[config.mk]
export PLATFORM = sky130hd
export DESIGN_NAME = lsu_stage
export DESIGN_NICKNAME = d
export VERILOG_FILES = /design/src/rtl/lsu_stage.sv
export SDC_FILE = /design/constraint.sdc
export NUM_CORES = 1
export LEC_CHECK = 0
export ABC_CLOCK_PERIOD_IN_PS = 2800
export CAP_MARGIN = 20
export CORE_MARGIN = 5
export CORE_UTILIZATION = 45
export CTS_CLUSTER_SIZE = 10
export DETAILED_ROUTE_END_ITERATION = 8
export GPL_TIMING_DRIVEN = 1
export PLACE_DENSITY_LB_ADDON = 0.1
export SLEW_MARGIN = 20
export SYNTH_ARGS = -nofsm -noshare
export SYNTH_HDL_FRONTEND = slang
export SYNTH_SLANG_ARGS = --single-unit
[constraint.sdc]
create_clock -name clk -period 2.8 [get_ports clk]
set_input_delay 0.7 -clock clk [delete_from_list [all_inputs] [get_ports clk]]
set_output_delay 0.7 -clock clk [all_outputs]
set_load 0.02 [all_outputs]
[src/rtl/lsu_stage.sv]
// lsu_stage: load/store unit for the memory stage.
//
// Takes the ALU result as the effective address, plus store data and
// size/sign controls. Runs one req/gnt/rvalid transaction on the data
// memory port and returns an aligned, extended load result (or an error)
// to writeback.
//
// Optional build macro: LSU_MISALIGN_CHECK_EN
//   defined   : misaligned half/word ops complete with rsp_err, no access
//   undefined : low address bits are masked for half/word; only size 11 errors
//
// Ports
//   clk, rst_n                 clock / async active-low reset
//   req_valid, req_ready       request handshake from decode/ALU
//   req_we, req_size,          store flag, size (00 B, 01 H, 10 W, 11 illegal),
//   req_unsigned               zero-extend loads
//   req_addr, req_wdata,       effective address, store data,
//   req_rd                     destination register
//   mem_req/gnt/addr/we/be/    data-memory request channel
//   mem_wdata
//   mem_rvalid, mem_rdata      read data / write acknowledge
//   rsp_valid/rdata/rd/err     one-cycle completion to writeback
//   busy                       unit not idle
//
// state | meaning
// ------+--------------------------------------------------------
// IDLE  | ready for a new op
// REQ   | mem_req asserted, address/data held until mem_gnt
// WAIT  | granted, waiting for mem_rvalid (read data or write ack)
// RESP  | rsp_valid pulse for one cycle

module lsu_stage #(
   parameter int XLEN   = 32,
   parameter int REG_AW = 5
) (
   input  logic              clk,
   input  logic              rst_n,
   input  logic              req_valid,
   output logic              req_ready,
   input  logic              req_we,
   input  logic [1:0]        req_size,
   input  logic              req_unsigned,
   input  logic [XLEN-1:0]   req_addr,
   input  logic [XLEN-1:0]   req_wdata,
   input  logic [REG_AW-1:0] req_rd,
   output logic              mem_req,
   input  logic              mem_gnt,
   output logic [XLEN-1:0]   mem_addr,
   output logic              mem_we,
   output logic [3:0]        mem_be,
   output logic [XLEN-1:0]   mem_wdata,
   input  logic              mem_rvalid,
   input  logic [XLEN-1:0]   mem_rdata,
   output logic              rsp_valid,
   output logic [XLEN-1:0]   rsp_rdata,
   output logic [REG_AW-1:0] rsp_rd,
   output logic              rsp_err,
   output logic              busy
);

   typedef enum logic [1:0] {IDLE, REQ, WAIT, RESP} state_t;

   state_t            state_q, state_d;
   logic              we_q;
   logic [1:0]        size_q;
   logic              uns_q;
   logic [XLEN-1:0]   addr_q;
   logic [XLEN-1:0]   wdata_q;
   logic [REG_AW-1:0] rd_q;
   logic              err_q;
   logic [XLEN-1:0]   rdata_q;

   logic              accept;
   logic              req_err;
   logic [1:0]        off;
   logic [3:0]        be;
   logic [XLEN-1:0]   wdata_rep;
   logic [XLEN-1:0]   shifted;
   logic [XLEN-1:0]   load_ext;

   assign accept = req_valid && (state_q == IDLE);

   // Error decode on the incoming request, evaluated at accept time.
   always_comb begin
      req_err = (req_size == 2'b11);
`ifdef LSU_MISALIGN_CHECK_EN
      if (req_size == 2'b01 && req_addr[0])
         req_err = 1'b1;
      if (req_size == 2'b10 && (req_addr[1:0] != 2'b00))
         req_err = 1'b1;
`endif
   end

   // Byte offset of the captured op. Without the alignment check the
   // low bits that cannot be honoured are simply dropped.
   always_comb begin
      off = addr_q[1:0];
`ifndef LSU_MISALIGN_CHECK_EN
      if (size_q == 2'b01)
         off = {addr_q[1], 1'b0};
      else if (size_q == 2'b10)
         off = 2'b00;
`endif
   end

   always_comb begin
      case (size_q)
         2'b00:   be = 4'b0001 << off;
         2'b01:   be = 4'b0011 << off;
         default: be = 4'b1111;
      endcase
   end

   always_comb begin
      case (size_q)
         2'b00:   wdata_rep = {4{wdata_q[7:0]}};
         2'b01:   wdata_rep = {2{wdata_q[15:0]}};
         default: wdata_rep = wdata_q;
      endcase
   end

   assign shifted = mem_rdata >> {off, 3'b000};

   always_comb begin
      case (size_q)
         2'b00:   load_ext = {{(XLEN-8){shifted[7] & ~uns_q}}, shifted[7:0]};
         2'b01:   load_ext = {{(XLEN-16){shifted[15] & ~uns_q}}, shifted[15:0]};
         default: load_ext = shifted;
      endcase
   end

   always_ff @(posedge clk or negedge rst_n) begin
      if (!rst_n) begin
         state_q <= IDLE;
         we_q    <= 1'b0;
         size_q  <= 2'b00;
         uns_q   <= 1'b0;
         addr_q  <= '0;
         wdata_q <= '0;
         rd_q    <= '0;
         err_q   <= 1'b0;
         rdata_q <= '0;
      end else begin
         state_q <= state_d;
         if (accept) begin
            we_q    <= req_we;
            size_q  <= req_size;
            uns_q   <= req_unsigned;
            addr_q  <= req_addr;
            wdata_q <= req_wdata;
            rd_q    <= req_rd;
            err_q   <= req_err;
            rdata_q <= '0;
         end else if (state_q == WAIT && mem_rvalid) begin
            rdata_q <= we_q ? '0 : load_ext;
         end
      end
   end

   // Next state and outputs. Memory and response outputs are gated by
   // state so that they read 0 whenever the unit is not in that phase.
   always_comb begin
      state_d   = state_q;
      req_ready = 1'b0;
      mem_req   = 1'b0;
      mem_addr  = '0;
      mem_we    = 1'b0;
      mem_be    = 4'b0000;
      mem_wdata = '0;
      rsp_valid = 1'b0;
      rsp_rdata = '0;
      rsp_rd    = '0;
      rsp_err   = 1'b0;
      busy      = (state_q != IDLE);
      case (state_q)
         IDLE: begin
            req_ready = 1'b1;
            if (req_valid)
               state_d = req_err ? RESP : REQ;
         end
         REQ: begin
            mem_req   = 1'b1;
            mem_addr  = {addr_q[XLEN-1:2], 2'b00};
            mem_we    = we_q;
            mem_be    = be;
            mem_wdata = wdata_rep;
            if (mem_gnt)
               state_d = WAIT;
         end
         WAIT: begin
            if (mem_rvalid)
               state_d = RESP;
         end
         RESP: begin
            rsp_valid = 1'b1;
            rsp_rdata = rdata_q;
            rsp_rd    = rd_q;
            rsp_err   = err_q;
            state_d   = IDLE;
         end
         default: state_d = IDLE;
      endcase
   end

endmodule

== Word-level counts from Yosys, hierarchy flattened ==
Index checks and enable logic that the tools add are counted.

* Bits of input ports: 110
* Register bits: 108
* Logic and storage cells: 54

* Eq/ne operators: 9
* Shift-type cells: 3
* Multiplexer cells: 23
* Bitwise operators: 3
* Reduce and logical (&&, ||, !) cells: 7

{| class="wikitable"
|+ Operators with widths
! cell !! count
|-
| 32-bit 2-to-1 mux || 6
|-
| 32-bit case mux with 2 select lines || 2
|-
| 32-bit by 5-bit >> shifter with 32-bit output || 1
|-
| 2-bit 2-to-1 mux || 6
|-
| 2-bit == test (second input constant) || 4
|-
| 2-bit case mux with 4 select lines || 1
|-
| 4-bit case mux with 2 select lines || 1
|-
| 2-bit != test (second input constant) || 3
|-
| 1-bit 2-to-1 mux || 5
|-
| 5-bit 2-to-1 mux || 1
|-
| 2-bit by 1-bit == test with 1-bit output (second input constant) || 2
|-
| 2-bit zero test || 2
|-
| 4-bit 2-to-1 mux || 1
|-
| 2-bit nonzero test || 2
|-
| 1-bit by 2-bit << shifter with 4-bit output (first input constant) || 1
|-
| 2-bit by 2-bit << shifter with 4-bit output (first input constant) || 1
|-
| 3-bit AND reduction || 1
|-
| 1-bit AND || 2
|-
| 1-bit logical AND || 2
|-
| 1-bit NOT || 1
|}

== Logic depth before layout (Yosys ltp) ==
Gate-level depths: netlist of run 1.

* Depth after elaboration: 9
* Depth in mapped cells: 9
* Depth with buffers taken out: 7

== Worst setup path after synthesis of run 1 ==
No wires, ideal clock.

* Kind: register to output
* From: register state_q[1]
* To: output mem_wdata[10]
* Arrival: 1598 ps
* Slack: 502 ps
* Stages on the path, launching flop included: 5
* Cell sequence: dfrtp_1 -> inv_1 -> ha_1 -> clkbuf_1 -> a21boi_0

* Longest elaborated chain between the ends: 2

{| class="wikitable"
|+ Ends and longest elaborated chain
! element !! RTL line !! RTL
|-
| start: declaration || 63 || <nowiki>state_t state_q, state_d;</nowiki>
|-
| start signal: assignment || 144 || <nowiki>state_q <= state_d;</nowiki>
|-
| 2-bit by 1-bit == test with 1-bit output || 175 || <nowiki>case (state_q)</nowiki>
|-
| 32-bit 2-to-1 mux || 175 ||
|-
| end: declaration || 51 || <nowiki>output logic [XLEN-1:0] mem_wdata,</nowiki>
|}

Every way passes these cells.

== Worst setup path in the final report of run 1 ==
* From: register state_q[0]
* To: output rsp_rdata[8]

* Longest elaborated chain between the ends: 2

{| class="wikitable"
|+ Ends and longest elaborated chain
! element !! RTL line !! RTL
|-
| 2-bit == test || 175 ||
|-
| 32-bit 2-to-1 mux || 175 ||
|-
| end: declaration || 55 || <nowiki>output logic [XLEN-1:0] rsp_rdata,</nowiki>
|}

Every way passes these cells.

==> results.json, run 1 <==
{
  "cp_max_fo": 34,
  "crit_type": "flip-flop to output pin",
  "drive_gt1_share_pct": 17.1,
  "min_period_over_period_pct": 97.2,
  "initial_core_util_pct": 46.0,
  "synth.ff_latch_count": 108,
  "syn_avg_cell_area_sq_um": 11.2,
  "rows": 41,
  "cap_violations": 0,
  "slew_violations": 0,
  "finalInstanceArea_sq_um": 8590,
  "cts-root-buf": "clkbuf_16",
  "initialDrtViolationCount": 426,
  "peakVddDrop_mv": 0.558,
  "postRouteAntennaNets": 0,
  "clkTransAtPathRegs_ps": 70,
  "area_delta_synth_final_pct": 47.2,
  "clock-sinks": 108,
  "coreArea_sq_um": 12700,
  "grt_first_pass_wirelength_um": 26200,
  "min_path_type": "input port to asynchronous set/reset pin",
  "syn_area_sq_um": 5830,
  "hold_viol": 0,
  "final_nets": 841,
  "fmax_mhz": 367,
  "gr-total-overflow": 0,
  "synthArstFlopShare_pct": 100,
  "power.leakage_uw": 0.00439,
  "finalSetupTns_ps": 0,
  "power_density_nw_per_um2": 1020,
  "rsz0062_at_grt": "no",
  "netlist_instances": 521,
  "synth_ff_type": "dfrtp_1",
  "cpPeakStageDelay_ps": 620,
  "drcViolationCount": 0,
  "dpl-instance-area_sq_um": 8230,
  "cts_post_setup_buffers_inserted": 0,
  "cts_max_level": 3,
  "layout_common_cells": "clkdlybuf4s50_1, dfrtp_1, and2_1",
  "synth_edf_count": 0,
  "dieArea_sq_um": 15300,
  "numCtsBuffers": 9,
  "cts-resized-gates": 23,
  "final_common_cell": "clkdlybuf4s50_1",
  "io_pins": 221,
  "cts_hold_buf": 0,
  "avgRoutedWirePerCell_um": 18.8,
  "slowest_stage": "clkdlybuf4s50_1",
  "tightestPinTransition_ps": 1000,
  "min_period_ps": 2720,
  "routabilityCongestion": 0.820,
  "die_h_um": 124,
  "ys_seq_area_share_pct": 46.3,
  "crit_required_ps": 2100,
  "critPathLaunchType": "flip-flop",
  "ys_warn_count": 0,
  "place_hpwl_um": 12700,
  "drt_wl_total_um": 17000,
  "clock_latency_ps": 350,
  "numPortBuffers": 218,
  "cp-end-kind": "output pin",
  "cts.path.max_buffers": 2,
  "synth.distinct_cells": 48,
  "grt_usage_pct": 22.2,
  "vias_per_cell": 5.38,
  "slew_headroom_pct": 33.1,
  "vias": 4866,
  "cts_tree": "built",
  "grt_max_degree": 71,
  "worstSetupStartpoint": "state_q[0]",
  "crit_arrival_ps": 2020,
  "antennaDiodeCount": 0,
  "grt_pass1_vias": 4972,
  "dr.pass1.iters": 6,
  "fin_skew_ps": 6.31,
  "setup_viol": 0,
  "antenna_found_initial": 0,
  "reg2reg_from": "state_q[0]",
  "die_w_um": 124,
  "path_cells": "ha_1 > buf_12 > and2_1 > clkdlybuf4s50_1",
  "status": "complete, no violations"
}
==> stage by stage <==
step / hold WS [ps] / power [uW] / setup slack (ps) / std cells / utilization (%)
finish: 392 / 8790 / 78.3 / 904 / 67.8
global route: 449 / 9400 / 0.221 / 904 / 67.8
CTS: 424 / 8940 / 1.07 / 904 / 66.9
detailed placement: 474 / 7830 / 122 / 888 / 65.0
global placement: 464 / 7710 / 181 / 888 / 65.0
floorplan: 404 / 5860 / 502 / 522 / -
==> registers in the layout, indices dropped and copies added, names as in the netlist <==
| signal | count |
|---|---|
| err_q | 1 |
| uns_q | 1 |
| rd_q | 5 |
| addr_q | 32 |
| size_q | 2 |
| state_q | 2 |
| we_q | 1 |
| rdata_q | 32 |
| wdata_q | 32 |
==> metal layers <==
layer / up-vias / track usage (%) / part of all wire [%]
met3: 28 / 6.22 / 8.7
met4: 0 / 8.24 / 2.2
met1: 2383 / 28.9 / 41
li1: 2249 / - / -
met5: - / 0 / 0
met2: 206 / 35.5 / 48
==> worst max-delay path, delay by kind of cell (launching register included) <==
family / cells / cell delay, ps
adders and majority gates: 1 / 310
buffers and inverters: 2 / 820
DFF: 1 / 380
and+or+nand+nor: 1 / 160
==> where the power goes <==
group | total, uW | switching (uW) | leakage, uW | internal [uW]
sequential | 2770 | 497 | 0.00134 | 2280
combinational | 4840 | 2420 | 0.00293 | 2410
clock | 1180 | 554 | 0.000131 | 627
total | 8790 | 3470 | 0.00439 | 5320
==> area by class of cell <==
cell class / count / area [sq um]
Clock buffer: 14 / 254
Clock inverter: 2 / 10.0
Fill cell: 991 / 4080
Inverter: 7 / 26.3
Multi-Input combinational cell: 367 / 2940
Sequential cell: 108 / 2700
Tap cell: 172 / 215
Timing Repair Buffer: 234 / 2440
==> kinds of logic after synthesis <==
logic type	share of synthesized area [%]
buffers and inverters	3.60
multiplexers	22.4
AND/OR/NAND/NOR	15.7
flip-flops	46.3
adder cells (fa/ha/maj)	0.858
AO/OA/AOI/OAI	11.1
other	0.0643
==> path summary, 6_finish.rpt <==
path,slack [ps],depth (start not counted),endpoint
worst max-delay path,80,4,rsp_rdata[8]
worst min-delay path,390,1,rd_q[0]
worst max register to register,470,8,rdata_q[10]
worst min register to register,480,2,err_q
max in group asynchronous,1660,2,wdata_q[18]
min in group clk,480,2,err_q
==> synthesized netlist by cell type (2+ instances only) <==
library cell,n,share of area (%)
o21ai_0,18,1.5
clkbuf_1,25,1.6
ha_1,4,0.86
a22o_1,7,1.1
mux4_1,2,0.90
a221o_1,8,1.4
mux2_2,80,15
buf_2,9,0.77
mux2i_1,24,4.1
a222oi_1,8,1.4
dfrtp_1,108,46
buf_4,4,0.51
o21a_1,3,0.39
nor2b_1,10,1.1
inv_1,6,0.39
o211ai_1,8,1.0
mux4_2,5,1.9
nand2b_1,4,0.43
a21boi_0,9,1.2
nor2_1,6,0.39
nand2_1,42,2.7
a21oi_1,19,1.6
nand3_1,2,0.17
and2_1,86,9.2
Power figures use the tool's default switching activity.
==> inputs of run 2 (changes only) <==
Settings changed: GPL_TIMING_DRIVEN 1 to 0.
==> run 2 against run 1 <==
Die area unchanged. Sequential power down 1%. Register-to-register slack worse by 110 ps. Global-route usage grew 2.2 points. First-iteration DRC count decreased by 2.8%. Non-clock buffer count increased by 24. Clock skew grew 1.1 ps. Clock power hardly changed. Count of clock-buffer cells in the layout down 3. Flip-flop and latch count is the same. Critical path type unchanged. Critical endpoint is now mem_wdata[28]. Largest power group unchanged.
==> results.json, run 2 (same netlist as run 1, synthesis figures left out) <==
{
  "status": "complete, no violations",
  "cts_tree": "built",
  "setup_viol": 0,
  "grt_max_degree": 62,
  "initial_core_util_pct": 46.0,
  "crit_arrival_ps": 2010,
  "avgRoutedWirePerCell_um": 19.7,
  "reg2reg_to": "wdata_q[19]",
  "dr.pass1.iters": 6,
  "tightestPinTransition_ps": 687,
  "critPathLaunchType": "flip-flop",
  "cp-end-kind": "output pin",
  "reg2reg_slack_ps": 360,
  "cp_max_fo": 10,
  "fmax_mhz": 368,
  "crit_type": "flip-flop to output pin",
  "dieArea_sq_um": 15300,
  "min_period_ps": 2710,
  "die_h_um": 124,
  "slew_headroom_pct": 54.0,
  "cts_max_level": 3,
  "peakVddDrop_mv": 0.524,
  "clock_latency_ps": 350,
  "final_cells": 925,
  "cts-root-buf": "clkbuf_16",
  "fillers": 1084,
  "fin_skew_ps": 7.41,
  "clock-sinks": 108,
  "drt_wl_total_um": 18200,
  "routabilityCongestion": 0.901,
  "multi_input_area_sq_um": 2930,
  "cts.path.max_buffers": 2,
  "crit_required_ps": 2100,
  "drcViolationCount": 0,
  "worstSetupStartpoint": "size_q[0]",
  "hold_viol": 0,
  "die_w_um": 124,
  "setup_ws_ps": 86.2,
  "final_nets": 865,
  "numPortBuffers": 218,
  "vias_per_cell": 5.46,
  "antenna_found_initial": 0,
  "postRouteAntennaNets": 0,
  "ff2ff_path_depth": 6,
  "grt_usage_pct": 24.4,
  "io_pins": 221,
  "vias": 5052,
  "place_hpwl_um": 14000,
  "reg2reg_from": "state_q[0]",
  "gr-total-overflow": 0,
  "slew_violations": 0,
  "power.leakage_uw": 0.00389,
  "cap_violations": 0,
  "seqCellArea_sq_um": 2700,
  "min_period_over_period_pct": 96.9,
  "coreArea_sq_um": 12700,
  "top_regs": "addr_q: 32 flops, rdata_q: 32 flops, wdata_q: 32 flops",
  "rsz0062_at_grt": "no",
  "antennaDiodeCount": 0,
  "initialDrtViolationCount": 414,
  "min_path_type": "input port to asynchronous set/reset pin",
  "drive_gt1_share_pct": 21.9,
  "clkTransAtPathRegs_ps": 70,
  "cts_hold_buf": 0,
  "final_common_cell": "clkdlybuf4s50_1",
  "rows": 41,
  "grt_first_pass_wirelength_um": 28600,
  "area_delta_synth_final_pct": 44.0,
  "power_density_nw_per_um2": 1050,
  "pre_cts_ws_ps": -343,
  "layout_common_cells": "clkdlybuf4s50_1, dfrtp_1, and2_1",
  "grt_pass1_vias": 5386,
  "dp_cells": 913,
  "numCtsBuffers": 9
}
run 2: cell types whose count changed in the layout (fill, tap and decap cells not counted), moves of 2 or more:
| cell | previous run | this run |
|---|---|---|
| dlymetal6s2s_1 | 45 | 3 |
| clkbuf_2 | 0 | 32 |
| dlygate4sd2_1 | 22 | 42 |
| clkdlybuf4s50_1 | 150 | 139 |
| buf_2 | 0 | 7 |
| clkbuf_1 | 4 | 11 |
| clkbuf_4 | 0 | 6 |
| clkdlybuf4s15_1 | 0 | 5 |
| buf_12 | 4 | 0 |
| buf_4 | 11 | 8 |
| a21boi_0 | 9 | 7 |
| a21boi_1 | 0 | 2 |
run 2: layout make-up:
class                           instances  area share [%]
Inverter                                7           0.313
Timing Repair Buffer                  220            24.2
Clock buffer                           11            3.01
Multi-Input combinational cell        367            34.9
Buffer                                 38            2.67
Clock inverter                          2           0.149
Tap cell                              172            2.56
Sequential cell                       108            32.2
run 2: stage by stage:
| stage | util, % | hold WS (ps) | area (sq um) | setup TNS [ps] | total power [uW] |
|---|---|---|---|---|---|
| final | 66.3 | 290 | 8400 | 0 | 8790 |
| after global routing | 66.3 | 312 | 8400 | 0 | 9420 |
| after CTS | 66.9 | 298 | 8470 | 0 | 8860 |
| after detailed placement | 65.2 | 478 | 8260 | -10770 | 7890 |
| after global placement | 65.0 | 466 | 8230 | -345220 | 7740 |
| after floorplan | - | 404 | 5840 | 0 | 5860 |
run 2: how the worst max path moves through the flow:
| stage | end | slack [ps] | cells after the start |
|---|---|---|---|
| floorplan | mem_wdata[10] | 500 | 4 |
| CTS | mem_wdata[4] | 2 | 5 |
| finish | mem_wdata[28] | 90 | 7 |
| detailed placement | mem_be[3] | -340 | 6 |
| global route | mem_addr[15] | 3 | 6 |
| global placement | wdata_q[12] | -3130 | 1 |
run 2: worst max-delay path: stages, from the launching register on:
cell,delay [ps]
dfrtp_1,370
buf_4,160
buf_4,180
buf_8,160
mux2i_1,120
o21ai_0,180
and2_1,150
dlygate4sd2_1,330
run 2: metal layers:
metal  vias up  GRT usage [%]  routed length, um
met2       224           41.0               9020
met3        31           7.54               1690
met4         0           8.72                429
met5         -              0                  0
li1       2294              -                  -
met1      2503           29.7               7090
run 2: timing repair:
action                                  in CTS  in global routing
gates resized for setup                    102                 70
endpoints found under the setup margin      95                 50
buffers inserted                             0                  1
run 2: power by group:
group          internal (uW)  switching, uW  leakage, uW
clock                    636            548     0.000129
sequential              2280            449      0.00134
combinational           2270           2610      0.00242
total                   5190           3600      0.00389
